**config.mk**
```make
export PLATFORM = sky130hd
export DESIGN_NAME = popcount_max_sched
export DESIGN_NICKNAME = d
export VERILOG_FILES = /design/src/rtl/popcount_max_sched.sv
export SDC_FILE = /design/constraint.sdc
export NUM_CORES = 1
export LEC_CHECK = 0
export ABC_AREA = 1
export CORE_UTILIZATION = 57
export DETAILED_ROUTE_END_ITERATION = 10
export HOLD_SLACK_MARGIN = 0.15
export PLACE_DENSITY = 0.93
export SKIP_LAST_GASP = 1
export SLEW_MARGIN = 20
export SYNTH_ARGS = -nofsm -noshare
export SYNTH_HDL_FRONTEND = slang
export SYNTH_SLANG_ARGS = --single-unit
```
**constraint.sdc**
```tcl
create_clock -name clk_i -period 7.15 [get_ports clk_i]
set_input_delay 1.43 -clock clk_i [delete_from_list [all_inputs] [get_ports clk_i]]
set_output_delay 1.43 -clock clk_i [all_outputs]
set_load 0.01 [all_outputs]
```
**src/rtl/popcount_max_sched.sv**
```systemverilog
// Sequential max-popcount scheduler: one shared popcounter scans the requesters one per cycle.
// Optional round-robin tie-break with `define POPSCHED_RR_TIE_EN.
module popcount_max_sched #(
    parameter int InCnt  = 4,
    parameter int InWdt  = 8,
    parameter int CntWdt = 4,
    localparam int IdxWdt = $clog2(InCnt)
) (
    input  logic                   clk_i,
    input  logic                   rst_i,
    input  logic                   start_i,
    input  logic [InCnt*InWdt-1:0] vec_i,
    output logic                   ready_o,
    output logic                   valid_o,
    input  logic                   ack_i,
    output logic [IdxWdt-1:0]      idx_o,
    output logic [InCnt-1:0]       gnt_o,
    output logic [CntWdt-1:0]      max_o,
    output logic                   zero_o
);

    typedef enum logic [1:0] {IDLE, SCAN, HOLD} state_e;

    localparam int SeqWdt = $clog2(InCnt + 1) + 1;
    localparam logic [IdxWdt-1:0] LastIdx = IdxWdt'(InCnt - 1);
    localparam logic [SeqWdt-1:0] SeqEnd  = SeqWdt'(InCnt);
    localparam logic [InCnt-1:0]  OneHot0 = InCnt'(1);

    state_e                         state_q, state_d;
    logic [InCnt-1:0][InWdt-1:0]    vec_q, vec_d;
    logic [IdxWdt-1:0]              ptr_q, ptr_d;
    logic [IdxWdt-1:0]              best_idx_q, best_idx_d;
    logic [CntWdt-1:0]              best_cnt_q, best_cnt_d;
    logic [SeqWdt-1:0]              seq_q, seq_d;
    logic                           ready_q, ready_d;
    logic                           valid_q, valid_d;
    logic [IdxWdt-1:0]              idx_q, idx_d;
    logic [InCnt-1:0]               gnt_q, gnt_d;
    logic [CntWdt-1:0]              max_q, max_d;
    logic                           zero_q, zero_d;
    logic [IdxWdt-1:0]              first_idx;
    logic [CntWdt-1:0]              cur_cnt;

    function automatic logic [CntWdt-1:0] count_ones(input logic [InWdt-1:0] v);
        int n;
        n = 0;
        for (int i = 0; i < InWdt; i++) n += int'(v[i]);
        return CntWdt'(n);
    endfunction

`ifdef POPSCHED_RR_TIE_EN
    logic [IdxWdt-1:0] last_idx_q, last_idx_d;
    // Start just after the last winner so that repeated ties rotate.
    assign first_idx = (last_idx_q == LastIdx) ? '0 : last_idx_q + IdxWdt'(1);
`else
    assign first_idx = '0;
`endif

    // The single popcounter, time-shared over the captured vectors.
    assign cur_cnt = count_ones(vec_q[ptr_q]);

    always_comb begin
        state_d    = state_q;
        vec_d      = vec_q;
        ptr_d      = ptr_q;
        best_idx_d = best_idx_q;
        best_cnt_d = best_cnt_q;
        seq_d      = seq_q;
        ready_d    = ready_q;
        valid_d    = valid_q;
        idx_d      = idx_q;
        gnt_d      = gnt_q;
        max_d      = max_q;
        zero_d     = zero_q;
`ifdef POPSCHED_RR_TIE_EN
        last_idx_d = last_idx_q;
`endif
        case (state_q)
            IDLE: begin
                if (start_i) begin
                    vec_d      = vec_i;
                    ptr_d      = first_idx;
                    best_idx_d = first_idx;
                    best_cnt_d = '0;
                    seq_d      = '0;
                    ready_d    = 1'b0;
                    state_d    = SCAN;
                end
            end
            SCAN: begin
                if (seq_q != SeqEnd) begin
                    // Strict compare: earliest in scan order keeps a tie.
                    if (cur_cnt > best_cnt_q) begin
                        best_cnt_d = cur_cnt;
                        best_idx_d = ptr_q;
                    end
                    ptr_d = (ptr_q == LastIdx) ? '0 : ptr_q + IdxWdt'(1);
                    seq_d = seq_q + SeqWdt'(1);
                end else begin
                    valid_d = 1'b1;
                    idx_d   = best_idx_q;
                    gnt_d   = OneHot0 << best_idx_q;
                    max_d   = best_cnt_q;
                    zero_d  = (best_cnt_q == '0);
                    state_d = HOLD;
                end
            end
            HOLD: begin
                if (ack_i) begin
                    valid_d = 1'b0;
                    gnt_d   = '0;
                    zero_d  = 1'b0;
                    ready_d = 1'b1;
                    state_d = IDLE;
`ifdef POPSCHED_RR_TIE_EN
                    last_idx_d = idx_q;
`endif
                end
            end
            default: begin
                ready_d = 1'b1;
                valid_d = 1'b0;
                gnt_d   = '0;
                zero_d  = 1'b0;
                state_d = IDLE;
            end
        endcase
    end

    always_ff @(posedge clk_i) begin
        if (rst_i) begin
            state_q    <= IDLE;
            vec_q      <= '0;
            ptr_q      <= '0;
            best_idx_q <= '0;
            best_cnt_q <= '0;
            seq_q      <= '0;
            ready_q    <= 1'b1;
            valid_q    <= 1'b0;
            idx_q      <= '0;
            gnt_q      <= '0;
            max_q      <= '0;
            zero_q     <= 1'b0;
`ifdef POPSCHED_RR_TIE_EN
            last_idx_q <= LastIdx;
`endif
        end else begin
            state_q    <= state_d;
            vec_q      <= vec_d;
            ptr_q      <= ptr_d;
            best_idx_q <= best_idx_d;
            best_cnt_q <= best_cnt_d;
            seq_q      <= seq_d;
            ready_q    <= ready_d;
            valid_q    <= valid_d;
            idx_q      <= idx_d;
            gnt_q      <= gnt_d;
            max_q      <= max_d;
            zero_q     <= zero_d;
`ifdef POPSCHED_RR_TIE_EN
            last_idx_q <= last_idx_d;
`endif
        end
    end

    assign ready_o = ready_q;
    assign valid_o = valid_q;
    assign idx_o   = idx_q;
    assign gnt_o   = gnt_q;
    assign max_o   = max_q;
    assign zero_o  = zero_q;

endmodule
```
; Yosys cells after proc, flatten, opt, wreduce, memory -nomap -nowiden
; Index checks and enable logic that the tools add are counted.
[op_classes]
order_cmp = 2
add_sub_neg = 9
n_reduce_logical = 10
n_mux = 30
bitwise_logic = 3
shifts = 1
n_eq_ne = 9
[op_table]
columns = op, count
row1 = two-way mux 4 bit, 6
row2 = adder 4 x 1 -> 4 bit, 4
row3 = binary-select mux 8 bit (select 2 bit), 1
row4 = two-way mux 2 bit, 8
row5 = case mux 4 bit (2 select lines), 2
row6 = case mux 4 bit (3 select lines), 1
row7 = AND reduction 3 bit, 4
row8 = "!= test 2 bit, second input constant", 5
row9 = case mux 1 bit (3 select lines), 3
row10 = two-way mux 8 bit, 1
row11 = case mux 2 bit (2 select lines), 2
row12 = case mux 2 bit (3 select lines), 1
row13 = two-way mux 1 bit, 5
row14 = adder 3 x 1 -> 4 bit, 1
row15 = "adder 4 x 1 -> 4 bit, second input constant", 1
row16 = "== test 2 bit, second input constant", 2
row17 = > comparator 4 bit, 1
row18 = zero test 4 bit, 1
row19 = "!= test 4 x 3 -> 1 bit, second input constant", 1
row20 = AND reduction 2 bit, 2
row21 = AND reduction 4 bit, 1
row22 = "left shift 1 x 2 -> 4 bit, first input constant", 1
row23 = adder 2 x 1 -> 3 bit, 1
row24 = "less-than comparator 2 x 3 -> 1 bit, second input constant", 1
row25 = other kinds (6), 8
[word_totals]
in_bits = 36
regBits = 59

; Logic depth before layout (Yosys ltp)
[depth]
ltp_word = 13
depth_mapped = 23
depth_no_buf = 21

; Least setup slack after synthesis
; No wires, ideal clock.
[synth_path]
path_type = register -> register
start = reg ptr_q[1]
end = reg best_cnt_q[1]
period_less_slack_ns = 4.319
n_path_buf = 2
stages_incl_launch_ff = 22
arrival_ns = 4.206
required_time_ns = 7.037
setup_slack_ns = 2.831
cell_sequence = dfxtp_1 -> inv_1 -> clkbuf_1 -> a32o_1 -> fa_1 -> inv_1 -> fa_1 -> fa_1 -> ha_1 -> inv_1 -> fa_1 -> xnor2_1 -> ha_1 -> nand2_1 -> nor2_1 -> nor2_1 -> nand2_1 -> nand2_1 -> buf_4 -> nand3_2 -> nand2_1 -> nor2_2
[synth_via]
elab_chain_cells = 12
[synth_rtl]
columns = item, line
row1 = "start, declared", 31  ; logic [IdxWdt-1:0] ptr_q, ptr_d;
row2 = "start signal, assigned", 150  ; ptr_q <= ptr_d;
row3 = binary-select mux 8 bit (select 2 bit) (*), 60  ; assign cur_cnt = count_ones(vec_q[ptr_q]);
row4 = two-way mux 8 bit (implied by the code) (*), 60
row5 = adder 1 x 1 -> 2 bit, 47  ; for (int i = 0; i < InWdt; i++) n += int'(v[i]);
row6 = adder 2 x 1 -> 3 bit, 47
row7 = adder 3 x 1 -> 4 bit, 47
row8 = adder 4 x 1 -> 4 bit (3 in series), 47
row9 = adder 4 x 1 -> 4 bit (*), 47
row10 = > comparator 4 bit / two-way mux 4 bit (equally long branches), 93  ; if (cur_cnt > best_cnt_q) begin
row11 = != test 2 bit (no source line) / two-way mux 4 bit (equally long branches), --
row12 = AND reduction 4 bit (no source line) / case mux 4 bit (2 select lines) (equally long branches), --
row13 = "end signal, assigned", 152  ; best_cnt_q <= best_cnt_d;
row14 = "end, declared", 33  ; logic [CntWdt-1:0] best_cnt_q, best_cnt_d;
; Mark *: on every way between the ends. The rest lies on a longest branch, timed or not. The select of a mux whose other input is x is not followed.
; A chain may end at the register's enable or synchronous reset.

; Final worst setup path
[layout_path]
start = reg ptr_q[0]
end = reg best_cnt_q[0]
; The elaborated chain is that of the path after synthesis.

==> results list <==
* Outcome: finished, final reports clean
- Synthesized cell area: ~2900 sq um
* Net count of the finished layout: 464
- Register-to-Register Path Depth: 20
- Sequential share of the synthesized area: between 40% and 50%
- Counting along the longest clock path gives a buffer depth of 2.
- The count of cells in the finished layout, fillers not included, comes to 486.
- For the worst setup path, the data required time is 7390 ps.
- Largest net degree at the start of global routing: between 50 and 60
- Summing all non-filler instances in the final layout gives an area of roughly 3500 sq um.
- Hold repair after CTS inserted 0 buffers.
- The first detailed-routing pass ran for 4 iterations.
- First-pass GRT wire length: between 10 and 15 mm
* Vertical die dimension: between 70 and 80 um
- The synthesized netlist contains 33 unique library cells.
* Ratio of final minimum period to clock period: 69.7%
- Clock tree synthesis selected as its root buffer the cell clkbuf_8.
- Syn Inst Count: roughly 380
* Fraction of synthesized cell area taken by the top area cell type: around two fifths
* Vias after detailed routing: 2622
- The via count of the first global-routing pass is roughly 2500.
- Crit-path max FO: 20
- In this run the number of H-tree levels came out at 3.
- Dpl hpwl: about 4.5 mm
* Standard cell core area: roughly 4800 sq um
- Final count of pins violating max slew: 0
- In this run the core area contains 25 standard-cell rows.
- The number of setup buffers added after CTS is 0.
- Flip-flop cell with the highest count after synthesis: dfxtp_1
- After the first detailed-routing iteration, the DRC count stood at around 160.
- Counting I/O delays and the setup requirement, the final critical path takes roughly 5000 ps.
* Instance count after placement with tap cells included: 470
- Growth of design area from synthesis to finish: 22.0%
- Clock tree from TritonCTS: yes
- The number of antenna violations at the first check in global routing came to 0.
* Power Density: 297 nW/um^2
* Leakage: ~1.4 nW
- When the netlist entered floorplanning its net count stood at around 430.
* Worst setup EP type: flip-flop
- Of all flip-flops after synthesis, the portion carrying an async set or reset was 0%.
- Total Negative Setup Slacks: 0 ps
- Counting instances, the worst hold path has a depth of 2.
* Startpoint of the lowest-slack hold path: valid_o
- In this run, CTS created clock tree buffers numbering 9.
- Final worst hold slack: ~470 ps
- Transition time of the tightest slew-check pin: between 600 and 700 ps
* Clock input transition at the sequential cells of the worst setup and hold paths: around 70 ps
- RD Place Congestion: between 0.9 and 1
* FF-to-FF setup slack: 2170 ps
- Width of the die: between 70 and 80 um
- IR drop worst, VDD: 0.244 mV
- 0 antenna diodes ended up in the layout.
- Initial cell density of the core: between 50% and 60%
* Cell type with the largest total area after synthesis: dfxtp_1
- Counting the fill cells in the layout gives about 340.
- Worst Clk Skew: about 8 ps
- Number of setup violations in the final report: 0
* Worst hold path type: flip-flop to flip-flop
- The tree built by TritonCTS fans out to 59 sinks.
- Most common cell in the synthesized netlist: nor2_1
- Post-Place Cell Area: between 3000 and 4000 sq um
- Dividing the detail-routed wire length by the instance count gives about 13 um.
- The worst pin sits at a relative slew slack of approximately 56%.
- Static timing analysis puts the maximum clock frequency at 201 MHz.
* Total Die Area: 5310 sq um
- Number of synthesized flops with an enable pin: 0
- Post-Syn Area per Cell: between 7 and 8 sq um
- In the routed design, unresolved DRC markers number 0.
- Number of port buffers: 48
- Top post-synthesis cells by count: nor2_1 (95), dfxtp_1 (59), o21ai_0 (53)
- In this run the remaining antenna-violating nets after routing total 0.
- Boundary pin count: 49
- Insertion delay of the later-clocked pin in the worst-skew pair: 350 ps
- Number of storage elements in the synthesis netlist: just under 60
* Drt total wl: about 6.5 mm
- For this run, the number of Yosys warnings is 0.
- The worst setup path is of the flip-flop to flip-flop kind.
* Share of cells above drive strength 1: 10.7%
* Worst path arrival time: 5220 ps
* Post-detailed-route via-to-cell ratio: approximately 5.4
- Yosys attributes the largest share of cell area to dfxtp_1 (41%), nor2_1 (12%), o21ai_0 (9.3%), nand2_1 (5.0%), ha_1 (4.4%).
- Gates resized during post-CTS repair numbered 0.
* All-Layer GR Usage: roughly 27%
* Unrepaired setup endpoints after global routing: no
* Critical Path Source Type: flip-flop
- The startpoint identified for the worst register-to-register timing path is ptr_q[0].
* Crit Reg-Reg Endpoint: best_cnt_q[0]
* Final number of hold-violating endpoints: 0
- Terminating pin of the worst hold path: valid_o
* Total congestion overflow after global routing: 0
- Number of violations of the max-capacitance limit: 0
* Finished Core Util: between 70 and 80%
worst max-delay path, stage by stage, from the launching register on:
cell,delay [ps]
dfxtp_1,510
inv_2,310
nand2_1,80
a32o_1,250
fa_1,540
inv_1,60
fa_1,510
fa_1,550
ha_1,180
inv_1,60
fa_1,380
xnor2_1,230
ha_1,260
nand2_1,70
nor2_1,50
nor2_1,80
nand2_1,60
nand2_1,410
nand3_1,130
nand2_1,90
nor2_1,60
cell families (layout without fill, tap and decap cells):
kind of cell	Yosys count	after routing	share of synthesized area, %
AOI/OAI and AO/OA	88	88	17.4
xor gates and xnor gates	1	1	0.306
adders and majority gates	14	14	7.17
buffers and inverters	49	93	8.09
DFF	59	59	41.3
and+or+nand+nor	164	164	25.8
layout by cell type (no fill, tap or decap), types with 2 or more instances in the layout:
master	n
nor2_1	95
dfxtp_1	59
o21ai_0	53
clkdlybuf4s50_1	48
nand2_1	38
inv_1	22
a21oi_1	17
ha_1	10
clkbuf_8	9
nor3_1	7
inv_2	6
a21oi_2	6
o22ai_1	5
nand3_1	5
nor2_2	5
nand3_2	5
fa_1	4
a32o_1	3
nor2_4	3
clkinv_2	3
nand2_2	2
clkbuf_1	2
metrics by stage:
step / power, mW / setup slack, ps
floorplan: 0.666 / 2830
global placement: 0.723 / 2420
detailed placement: 0.742 / 2230
CTS: 1.04 / 2170
global route: 1.11 / 1830
finish: 1.04 / 2170
state kept, by name, indices dropped and copies added (netlist names), 4 cells and up:
register / count
best_cnt_q: 4
vec_q: 32
max_o: 4
gnt_o: 4
seq_q: 4
area by class of cell:
class                           instances  area [sq um]  area share [%]
Clock buffer                           11           131            3.76
Tap cell                               67          83.8            2.40
Timing Repair Buffer                   48           480            13.8
Sequential cell                        59          1180            33.8
Multi-Input combinational cell        267          1450            41.5
Clock inverter                          5          53.8            1.54
Inverter                               29           111            3.19
per-layer routing:
metal | GRT usage (%) | wire [um] | part of all wire [%] | vias to the layer above
met2 | 46.8 | 3330 | 52 | 74
met1 | 30.3 | 2690 | 42 | 1227
met4 | 12.4 | 174 | 2.7 | 0
li1 | - | - | - | 1301
met3 | 7.73 | 260 | 4.0 | 20
met5 | 0 | 0 | 0 | -
where the power goes:
| part | internal, mW | switching, mW | total, mW |
|---|---|---|---|
| combinational | 0.145 | 0.209 | 0.354 |
| clock | 0.160 | 0.133 | 0.292 |
| sequential | 0.362 | 0.0295 | 0.392 |
worst max path at each step:
stage,startpoint,to
after CTS,ptr_q[0],best_cnt_q[0]
after floorplan,ptr_q[1],best_cnt_q[1]
after global placement,ptr_q[0],best_idx_q[0]
after detailed placement,ptr_q[0],best_cnt_q[0]
after global routing,ptr_q[0],best_cnt_q[0]
final,ptr_q[0],best_cnt_q[0]
Power figures use the tool's default switching activity.
